[config.mk]
export PLATFORM = sky130hd
export DESIGN_NAME = accum_frame_packetizer
export DESIGN_NICKNAME = d
export VERILOG_FILES = /design/src/rtl/fda_pkt_pkg.sv /design/src/rtl/pkt_tx_hold.sv /design/src/rtl/accum_frame_packetizer.sv
export SDC_FILE = /design/constraint.sdc
export NUM_CORES = 1
export LEC_CHECK = 0
export BUFFER_PORTS_ARGS = -buffer_cell sky130_fd_sc_hd__clkbuf_2
export CAP_MARGIN = 5
export CORE_UTILIZATION = 30
export CTS_BUF_LIST = sky130_fd_sc_hd__clkbuf_8
export CTS_CLUSTER_DIAMETER = 150
export DETAILED_ROUTE_END_ITERATION = 10
export GPL_ROUTABILITY_DRIVEN = 0
export PLACE_DENSITY_LB_ADDON = 0.15
export SLEW_MARGIN = 15
export SYNTH_ARGS = -nofsm -noshare
export SYNTH_HDL_FRONTEND = slang
export SYNTH_SLANG_ARGS = --single-unit
[constraint.sdc]
create_clock -name clk -period 4.06 [get_ports clk]
set_input_delay 0.203 -clock clk [delete_from_list [all_inputs] [get_ports clk]]
set_output_delay 0.203 -clock clk [all_outputs]
set_load 0.05 [all_outputs]
[src/rtl/fda_pkt_pkg.sv]
// Shared definitions for the accumulator frame packetizers.
// PKT_CHECKSUM_EN adds the trailing checksum byte to every frame.
package fda_pkt_pkg;

    localparam logic [7:0] DEFAULT_SYNC_BYTE = 8'hA5;

    typedef enum logic [6:0] {
        ST_IDLE = 7'b000_0001,
        ST_SYNC = 7'b000_0010,
        ST_SEQ  = 7'b000_0100,
        ST_LOAD = 7'b000_1000,
        ST_HI   = 7'b001_0000,
        ST_LO   = 7'b010_0000,
        ST_CHK  = 7'b100_0000
    } pktState_e;

    // Total bytes on the wire for one frame of the given word count.
    function automatic int frame_bytes(input int words);
`ifdef PKT_CHECKSUM_EN
        return 3 + 2 * words;
`else
        return 2 + 2 * words;
`endif
    endfunction

endpackage

[src/rtl/pkt_tx_hold.sv]
// Byte holding register in front of a valid/ready sink: once valid is raised, the byte
// stays put until the sink accepts it.
module pkt_tx_hold (
    input  logic       clk,
    input  logic       rst,
    input  logic       load,
    input  logic [7:0] loadData,
    input  logic       tx_ready,
    output logic [7:0] tx_data,
    output logic       tx_valid,
    output logic       accept
);

    assign accept = tx_valid & tx_ready;

    // NOTE: registers use non-blocking assignments so every flop samples pre-edge values.
    always_ff @(posedge clk) begin
        if (rst) begin
            tx_data  <= 8'h00;
            tx_valid <= 1'b0;
        end else if (load && (!tx_valid || accept)) begin
            tx_data  <= loadData;
            tx_valid <= 1'b1;
        end else if (accept) begin
            tx_valid <= 1'b0;
        end
    end

endmodule

[src/rtl/accum_frame_packetizer.sv]
// Drains 16-bit sums from a FWFT FIFO and sends them as SYNC/SEQ/data frames to a UART.
// Define PKT_CHECKSUM_EN to append an 8-bit checksum of SEQ and data bytes.
module accum_frame_packetizer
    import fda_pkt_pkg::*;
#(
    parameter int         WORDS_PER_FRAME = 128,
    parameter logic [7:0] SYNC_BYTE       = DEFAULT_SYNC_BYTE,
    parameter int         STALL_LIMIT     = 1023
) (
    input  logic        clk,
    input  logic        rst,
    input  logic [15:0] fifo_dout,
    input  logic        fifo_empty,
    output logic        fifo_rd_en,
    output logic [7:0]  tx_data,
    output logic        tx_valid,
    input  logic        tx_ready,
    output logic        busy,
    output logic        underrun,
    output logic [7:0]  frame_seq
);

    localparam int WCNT_W  = $clog2(WORDS_PER_FRAME + 1);
    localparam int STALL_W = $clog2(STALL_LIMIT + 1);
    localparam logic [WCNT_W-1:0]  WORDS_MAX = WCNT_W'(WORDS_PER_FRAME);
    localparam logic [STALL_W-1:0] STALL_MAX = STALL_W'(STALL_LIMIT);

    pktState_e          state;
    logic [15:0]        wordReg;
    logic [WCNT_W-1:0]  wordCnt;
    logic [WCNT_W-1:0]  nextCnt;
    logic [STALL_W-1:0] stallCnt;
    logic [7:0]         seqCnt;
    logic               load;
    logic [7:0]         loadData;
    logic               accept;
`ifdef PKT_CHECKSUM_EN
    logic [7:0]         chkSum;
`endif

    assign nextCnt    = wordCnt + 1'b1;
    assign fifo_rd_en = (state == ST_LOAD) && !fifo_empty;

    pkt_tx_hold u_txHold (
        .clk      (clk),
        .rst      (rst),
        .load     (load),
        .loadData (loadData),
        .tx_ready (tx_ready),
        .tx_data  (tx_data),
        .tx_valid (tx_valid),
        .accept   (accept)
    );

    // Next byte to present; loads only happen when the holder is empty or draining this cycle.
    always_comb begin
        // NOTE: defaults first so no path through the case leaves a variable unassigned (no latch).
        load     = 1'b0;
        loadData = 8'h00;
        unique case (state)
            ST_IDLE: if (!fifo_empty) begin load = 1'b1; loadData = SYNC_BYTE;         end
            ST_SYNC: if (accept)      begin load = 1'b1; loadData = seqCnt;            end
            ST_LOAD: if (!fifo_empty) begin load = 1'b1; loadData = fifo_dout[15:8];   end
            ST_HI:   if (accept)      begin load = 1'b1; loadData = wordReg[7:0];      end
`ifdef PKT_CHECKSUM_EN
            ST_LO:   if (accept && !(nextCnt < WORDS_MAX)) begin
                load     = 1'b1;
                loadData = chkSum + tx_data;
            end
`endif
            default: ;
        endcase
    end

    always_ff @(posedge clk) begin
        if (rst) begin
            state     <= ST_IDLE;
            busy      <= 1'b0;
            underrun  <= 1'b0;
            frame_seq <= 8'h00;
            seqCnt    <= 8'h00;
            wordReg   <= 16'h0000;
            wordCnt   <= '0;
            stallCnt  <= '0;
        end else begin
            unique case (state)
                ST_IDLE: if (!fifo_empty) begin
                    state <= ST_SYNC;
                    busy  <= 1'b1;
                end
                ST_SYNC: begin
                    wordCnt <= '0;
                    if (accept) state <= ST_SEQ;
                end
                ST_SEQ: if (accept) state <= ST_LOAD;
                ST_LOAD: begin
                    if (!fifo_empty) begin
                        wordReg  <= fifo_dout;
                        stallCnt <= '0;
                        state    <= ST_HI;
                    end else if (stallCnt == STALL_MAX) begin
                        underrun <= 1'b1;
                    end else begin
                        stallCnt <= stallCnt + 1'b1;
                    end
                end
                ST_HI: if (accept) state <= ST_LO;
                ST_LO: if (accept) begin
                    wordCnt <= nextCnt;
                    if (nextCnt < WORDS_MAX) begin
                        state <= ST_LOAD;
`ifdef PKT_CHECKSUM_EN
                    end else begin
                        state <= ST_CHK;
                    end
                end
                ST_CHK: if (accept) begin
`else
                    end else begin
`endif
                        frame_seq <= seqCnt;
                        seqCnt    <= seqCnt + 8'd1;
                        busy      <= 1'b0;
                        state     <= ST_IDLE;
                    end
                end
                default: state <= ST_IDLE;
            endcase
        end
    end

`ifdef PKT_CHECKSUM_EN
    // Running sum of SEQ and data bytes as they are accepted.
    always_ff @(posedge clk) begin
        if (rst || state == ST_SYNC) begin
            chkSum <= 8'h00;
        end else if (accept && (state == ST_SEQ || state == ST_HI || state == ST_LO)) begin
            chkSum <= chkSum + tx_data;
        end
    end
`endif

endmodule
### Yosys cells after proc, flatten, opt, wreduce, memory -nomap -nowiden

Cells that the tools add are included.

* output and inout bits: 20
* word-level logic and storage cells: 75
* register bits after elaboration: 60

* reduce and logical (&&, ||, !) cells: 17
* mux-type cells: 26
* equality and inequality tests: 15
* bitwise logic cells: 3
* order comparisons: 1
* add/sub/neg operators: 3

Operator list (number)
* $mux 7: 6
* $pmux 7 s6: 1
* $mux 8: 5
* $pmux 8 s4: 1
* $mux 10: 2
* $add 8x1->8 const B: 2
* $pmux 8 s2: 1
* $add 10x1->10 const B: 1
* $eq 10x10->1 const B: 1
* $lt 8x8->1 const B: 1
* $ne 2x1->1 const B: 4
* $ne 2x2->1 const B: 4
* $eq 7x1->1 const B: 1
* $eq 7x2->1 const B: 1
* $eq 7x3->1 const B: 1
* $eq 7x4->1 const B: 1
* $eq 7x5->1 const B: 1
* $eq 7x6->1 const B: 1
* $mux 1: 7
* $reduce_and 2->1: 3
* $reduce_and 3->1: 2
* $reduce_and 6->1: 1
* $reduce_bool 2->1: 3
* $mux 4: 1
* 8 further kinds: 13

### Logic depth before layout (Yosys ltp)

* depth in word-level cells: 5
* mapped depth: 9

### Hierarchy

A second synthesis with hierarchy kept.

* cell total of the unflattened synthesis: 332
* area, all modules: 2930.3 um^2

By module, submodules not included
* accum_frame_packetizer: seq. area each 1001.0 um^2, instances 1, cells an instance 292, area an instance 2522.4 um^2
* pkt_tx_hold: seq. area each 180.2 um^2, instances 1, cells an instance 40, area an instance 407.9 um^2

### Worst setup path after synthesis

OpenSTA, ideal clock, no wires.

* kind: register to register
* start point: reg state[2]
* end point: reg u_txHold.tx_data[6]
* period minus slack after synthesis: 2.000 ns
* stages on the path, launching flop included: 10
* buffers on the path: 3
* slack: 2.060 ns
* data required time: 3.965 ns
* data arrival time: 1.905 ns
* cell sequence: dfxtp_1 > buf_2 > nor3_1 > and3_1 > nand2b_1 > buf_2 > inv_1 > buf_4 > a221oi_1 > a221oi_1

* word-level cells in the longest chain between the ends: 4
* elaborated cells on any way between the ends: 9

RTL lines
* start: declaration: RTL line accum_frame_packetizer.sv:28 `pktState_e state;`
* start signal: assignment: RTL line accum_frame_packetizer.sv:77 `state <= ST_IDLE;`
* start signal: assignment: RTL line accum_frame_packetizer.sv:88 `state <= ST_SYNC;`
* start signal: assignment: RTL line accum_frame_packetizer.sv:93 `if (accept) state <= ST_SEQ;`
* $eq 7x5->1, or another cell as far along: RTL line accum_frame_packetizer.sv:60 `unique case (state)`
* $reduce_or 2->1 (no source line)
* $pmux 1 s2: RTL line accum_frame_packetizer.sv:60
* $logic_and 1x1->1: RTL line pkt_tx_hold.sv:21 `end else if (load && (!tx_valid || accept)) begin`
* end signal: assignment: RTL line pkt_tx_hold.sv:22 `tx_data <= loadData;`
* end: declaration: RTL line pkt_tx_hold.sv:9 `output logic [7:0] tx_data,`

Several ways; a longest one is shown, not always the timed one.
A chain may end at the register's enable or synchronous reset.

### Worst setup path after layout

* start point: reg state[4]
* end point: out fifo_rd_en

* word-level cells in the longest chain between the ends: 2

RTL lines
* $eq 7x4->1: RTL line accum_frame_packetizer.sv:42 `assign fifo_rd_en = (state == ST_LOAD) && !fifo_empty;`
* $logic_and 1x1->1: RTL line accum_frame_packetizer.sv:42
* end: declaration: RTL line accum_frame_packetizer.sv:14 `output logic fifo_rd_en,`

Every way passes these cells.

==> results.json <==
{
  "crit_family": "simple AND/OR/NAND/NOR gates",
  "worstPathRequired_ps": 3860,
  "dp_hpwl_um": 5060,
  "period_share_pct": 72.8,
  "min_period_ps": 2950,
  "cts_setup_buffers": 0,
  "worst_slew_pin_slew_ps": 761,
  "syn_area_per_cell_sq_um": 8.41,
  "gr-total-overflow": 0,
  "clkLatencyLatePin_ps": 330,
  "drt_wl_total_um": 7240,
  "multi_input_area_sq_um": 1530,
  "yosysWarnings": 0,
  "die_area_sq_um": 9930,
  "ys_seq_elements": 59,
  "critPathKind": "reg -> out",
  "cts_buffers": 9,
  "vias": 2523,
  "regToRegSetupSlack_ps": 1270,
  "drive_above_1_share_pct": 17.6,
  "synthTopCellsByArea": "dfxtp_1 41%, nand2_1 5.9%, a221oi_1 4.9%, nor2_1 4.7%, a21oi_1 4.5%",
  "fmax_mhz": 338,
  "cts_hold_buffers": 0,
  "p_per_area_nw_per_um2": 435,
  "hold_violations": 0,
  "synth_nets": 363,
  "worstHoldEndpoint": "wordReg[3]",
  "worst_path_max_delay_cell": "and3_1",
  "wl_per_cell_um": 14.4,
  "avgViaCountPerCell": 5.02,
  "outcome": "finished clean",
  "fin_nets": 393,
  "dieWidth_um": 99.6,
  "skew_ps": 11.6,
  "drv_cap": 0,
  "switching_share_pct": 30.8,
  "slew_viol_final": 0,
  "cts_resized": 0,
  "grt_usage_pct": 15.5,
  "clockBufferDepth": 2,
  "rows": 35,
  "endpoint_kind": "output pin",
  "switchingPower_mw": 0.447,
  "die_h_um": 99.6,
  "clkTransAtPathRegs_ps": 70,
  "critPathMaxFanout": 16,
  "reg2regPathDepth": 7,
  "r2r_end": "u_txHold.tx_data[7]",
  "holdPathStages": 3,
  "area_growth_syn_to_layout_pct": 16.6,
  "r2r_start": "state[4]",
  "port_buffers": 39,
  "min_from": "fifo_dout[3]",
  "final.fill_count": 975,
  "p_comb_share_pct": 18.4,
  "cts_tree": "built",
  "crit_path_max_incr_delay_ps": 500,
  "p_leak_nw": 1.28,
  "yosys.area.top_type": "dfxtp_1",
  "n_antenna_cell": 0,
  "clkPwrFrac_pct": 37.6,
  "dr.pass1.iters": 5,
  "crit_path_cell_trace": "nor3_1 > and3_1 > nand2b_1 > inv_1 > clkbuf_2",
  "p_int_mw": 1.00,
  "grt_max_degree": 54,
  "drc_errors": 0,
  "synth_ff_type": "dfxtp_1",
  "crit_path_start_kind": "flop",
  "pwr-share-seq_pct": 44.0,
  "root_buffer": "clkbuf_8",
  "tns_ps": 0,
  "pin_count": 40,
  "initial_core_util_pct": 31.0,
  "vdd.ir_drop.worst_mv": 0.197,
  "worstHoldPathType": "in -> reg",
  "rsz0062_at_grt": "false",
  "synth_edf_count": 0,
  "path_buf_inv": 2,
  "grt_pass1_vias": 2344,
  "drtIter0Drc": 133,
  "cts_num_sinks": 59,
  "synth_cell_types": 55,
  "synthesis.instances": 340,
  "setup_viol": 0,
  "slew_headroom_pct": 48.9,
  "total_power_mw": 1.45,
  "antenna_found_initial": 0,
  "async_flop_share_pct": 0,
  "cts.htree.levels": 3,
  "ant_nets": 0,
  "seqCellArea_sq_um": 1180,
  "grt_pass1_wl_um": 11900,
  "core_area_sq_um": 9240,
  "ys_seq_area_share_pct": 41.3,
  "netlist.area_leader.share_pct": 41.3,
  "arrival_ps": 2750,
  "synth_area_sq_um": 2860
}
## routing by layer
| layer | up-vias | track usage [%] | wire length (um) |
|---|---|---|---|
| met5 | - | 0 | 0 |
| met3 | 5 | 4.78 | 264 |
| met1 | 1183 | 19.8 | 3480 |
| li1 | 1291 | - | - |
| met4 | 0 | 3.73 | 44 |
| met2 | 44 | 25.5 | 3450 |
## worst reg2reg max path, cell delays in order (launching register included)
cell and delay [ps]:
dfxtp_1 430, nor3_1 390, and3_1 500, nand2b_1 300, inv_1 450, a2bb2oi_1 170, a221oi_1 270, a221oi_1 140
## layout by cell type, fill, tap and decap left out, types with 3 or more instances in the layout
cell type / n
dfxtp_1: 59
a221oi_1: 16
clkbuf_8: 11
nand2_1: 45
clkbuf_2: 39
inv_1: 14
nand2b_1: 3
nor3_1: 6
nand4_1: 3
ha_1: 3
and3_1: 4
o2111ai_1: 3
nor3b_1: 3
xnor2_1: 3
nand3_1: 10
a21oi_1: 26
o211ai_1: 4
mux2i_1: 10
nor4_1: 4
nand3b_1: 3
nor2_1: 36
xor2_1: 9
o21ai_0: 10
or3_1: 4
## Yosys cell counts (2+ instances only)
| cell | count |
|---|---|
| and2_1 | 2 |
| a211o_1 | 2 |
| dfxtp_1 | 59 |
| o211ai_1 | 4 |
| a2bb2oi_1 | 2 |
| xnor2_1 | 3 |
| nor4_1 | 4 |
| o21a_1 | 2 |
| a22oi_1 | 2 |
| nand2_1 | 45 |
| o21ai_0 | 10 |
| ha_1 | 3 |
| clkbuf_1 | 16 |
| or3_1 | 4 |
| and4_1 | 2 |
| nor2_1 | 36 |
| a31oi_1 | 2 |
| and3_1 | 4 |
| nor3b_1 | 3 |
| a41oi_1 | 2 |
| xor2_1 | 9 |
| nand3b_1 | 3 |
| a21oi_1 | 26 |
| o41ai_1 | 2 |
| nand2b_1 | 3 |
| a211oi_1 | 2 |
| buf_6 | 2 |
| nand4_1 | 3 |
| inv_1 | 14 |
| nand3_1 | 10 |
| nor3_1 | 6 |
| buf_2 | 3 |
| a221oi_1 | 16 |
| o2111ai_1 | 3 |
| mux2i_1 | 10 |
| a21o_1 | 2 |
## state kept, by name, summed over array words and instances (netlist names)
register	flops
wordCnt	8
state	6
u_txHold.tx_valid	1
seqCnt	8
wordReg	8
frame_seq	8
stallCnt	10
underrun	1
busy	1
u_txHold.tx_data	8
## stage by stage
step	cells	instance area [sq um]	setup WS (ps)	utilization (%)	hold WS (ps)
floorplan	340	2860	2060	-	339
global placement	488	3130	1420	33.8	430
detailed placement	488	3130	1310	33.8	433
CTS	503	3330	1080	36.0	60.7
global route	503	3330	804	36.1	73.9
finish	503	3330	1110	36.1	80.3
## power by group through the flow
stage	Clock, mW	Combinational, mW	Sequential (mW)
finish	0.545	0.268	0.639
global route	0.595	0.290	0.643
CTS	0.566	0.267	0.639
detailed placement	0	0.265	0.652
global placement	0	0.267	0.651
floorplan	0	0.155	0.709
## worst max-delay path by stage
stage | start | endpoint | cells after the start
3_5_place_dp | state[4] | u_txHold.tx_data[7] | 7
5_1_grt | state[4] | fifo_rd_en | 5
2_1_floorplan | state[2] | u_txHold.tx_data[6] | 9
4_1_cts | state[4] | fifo_rd_en | 5
6_report | state[4] | fifo_rd_en | 5
3_3_place_gp | state[4] | u_txHold.tx_data[7] | 7
## final cells by class
type                       count  area share, %
clock buffer                  11           4.54
clock inverter                 4           1.50
inverter                      14           1.58
multi-input combinational    245           45.8
sequential                    59           35.4
tap                          129           4.84
timing repair buffer          41           6.30
## logic make-up (layout without fill, tap and decap cells)
logic type / after synthesis / after routing / synth area share, %
AO/OA/AOI/OAI: 85 / 85 / 21.0
flip-flops: 59 / 59 / 41.3
buffers and inverters: 36 / 70 / 5.51
adder cells (fa/ha/maj): 3 / 3 / 1.31
AND/OR/NAND/NOR: 135 / 135 / 23.8
XOR/XNOR: 12 / 12 / 3.67
multiplexers: 10 / 10 / 3.50
Note: power is estimated with default switching activity, not from simulation.
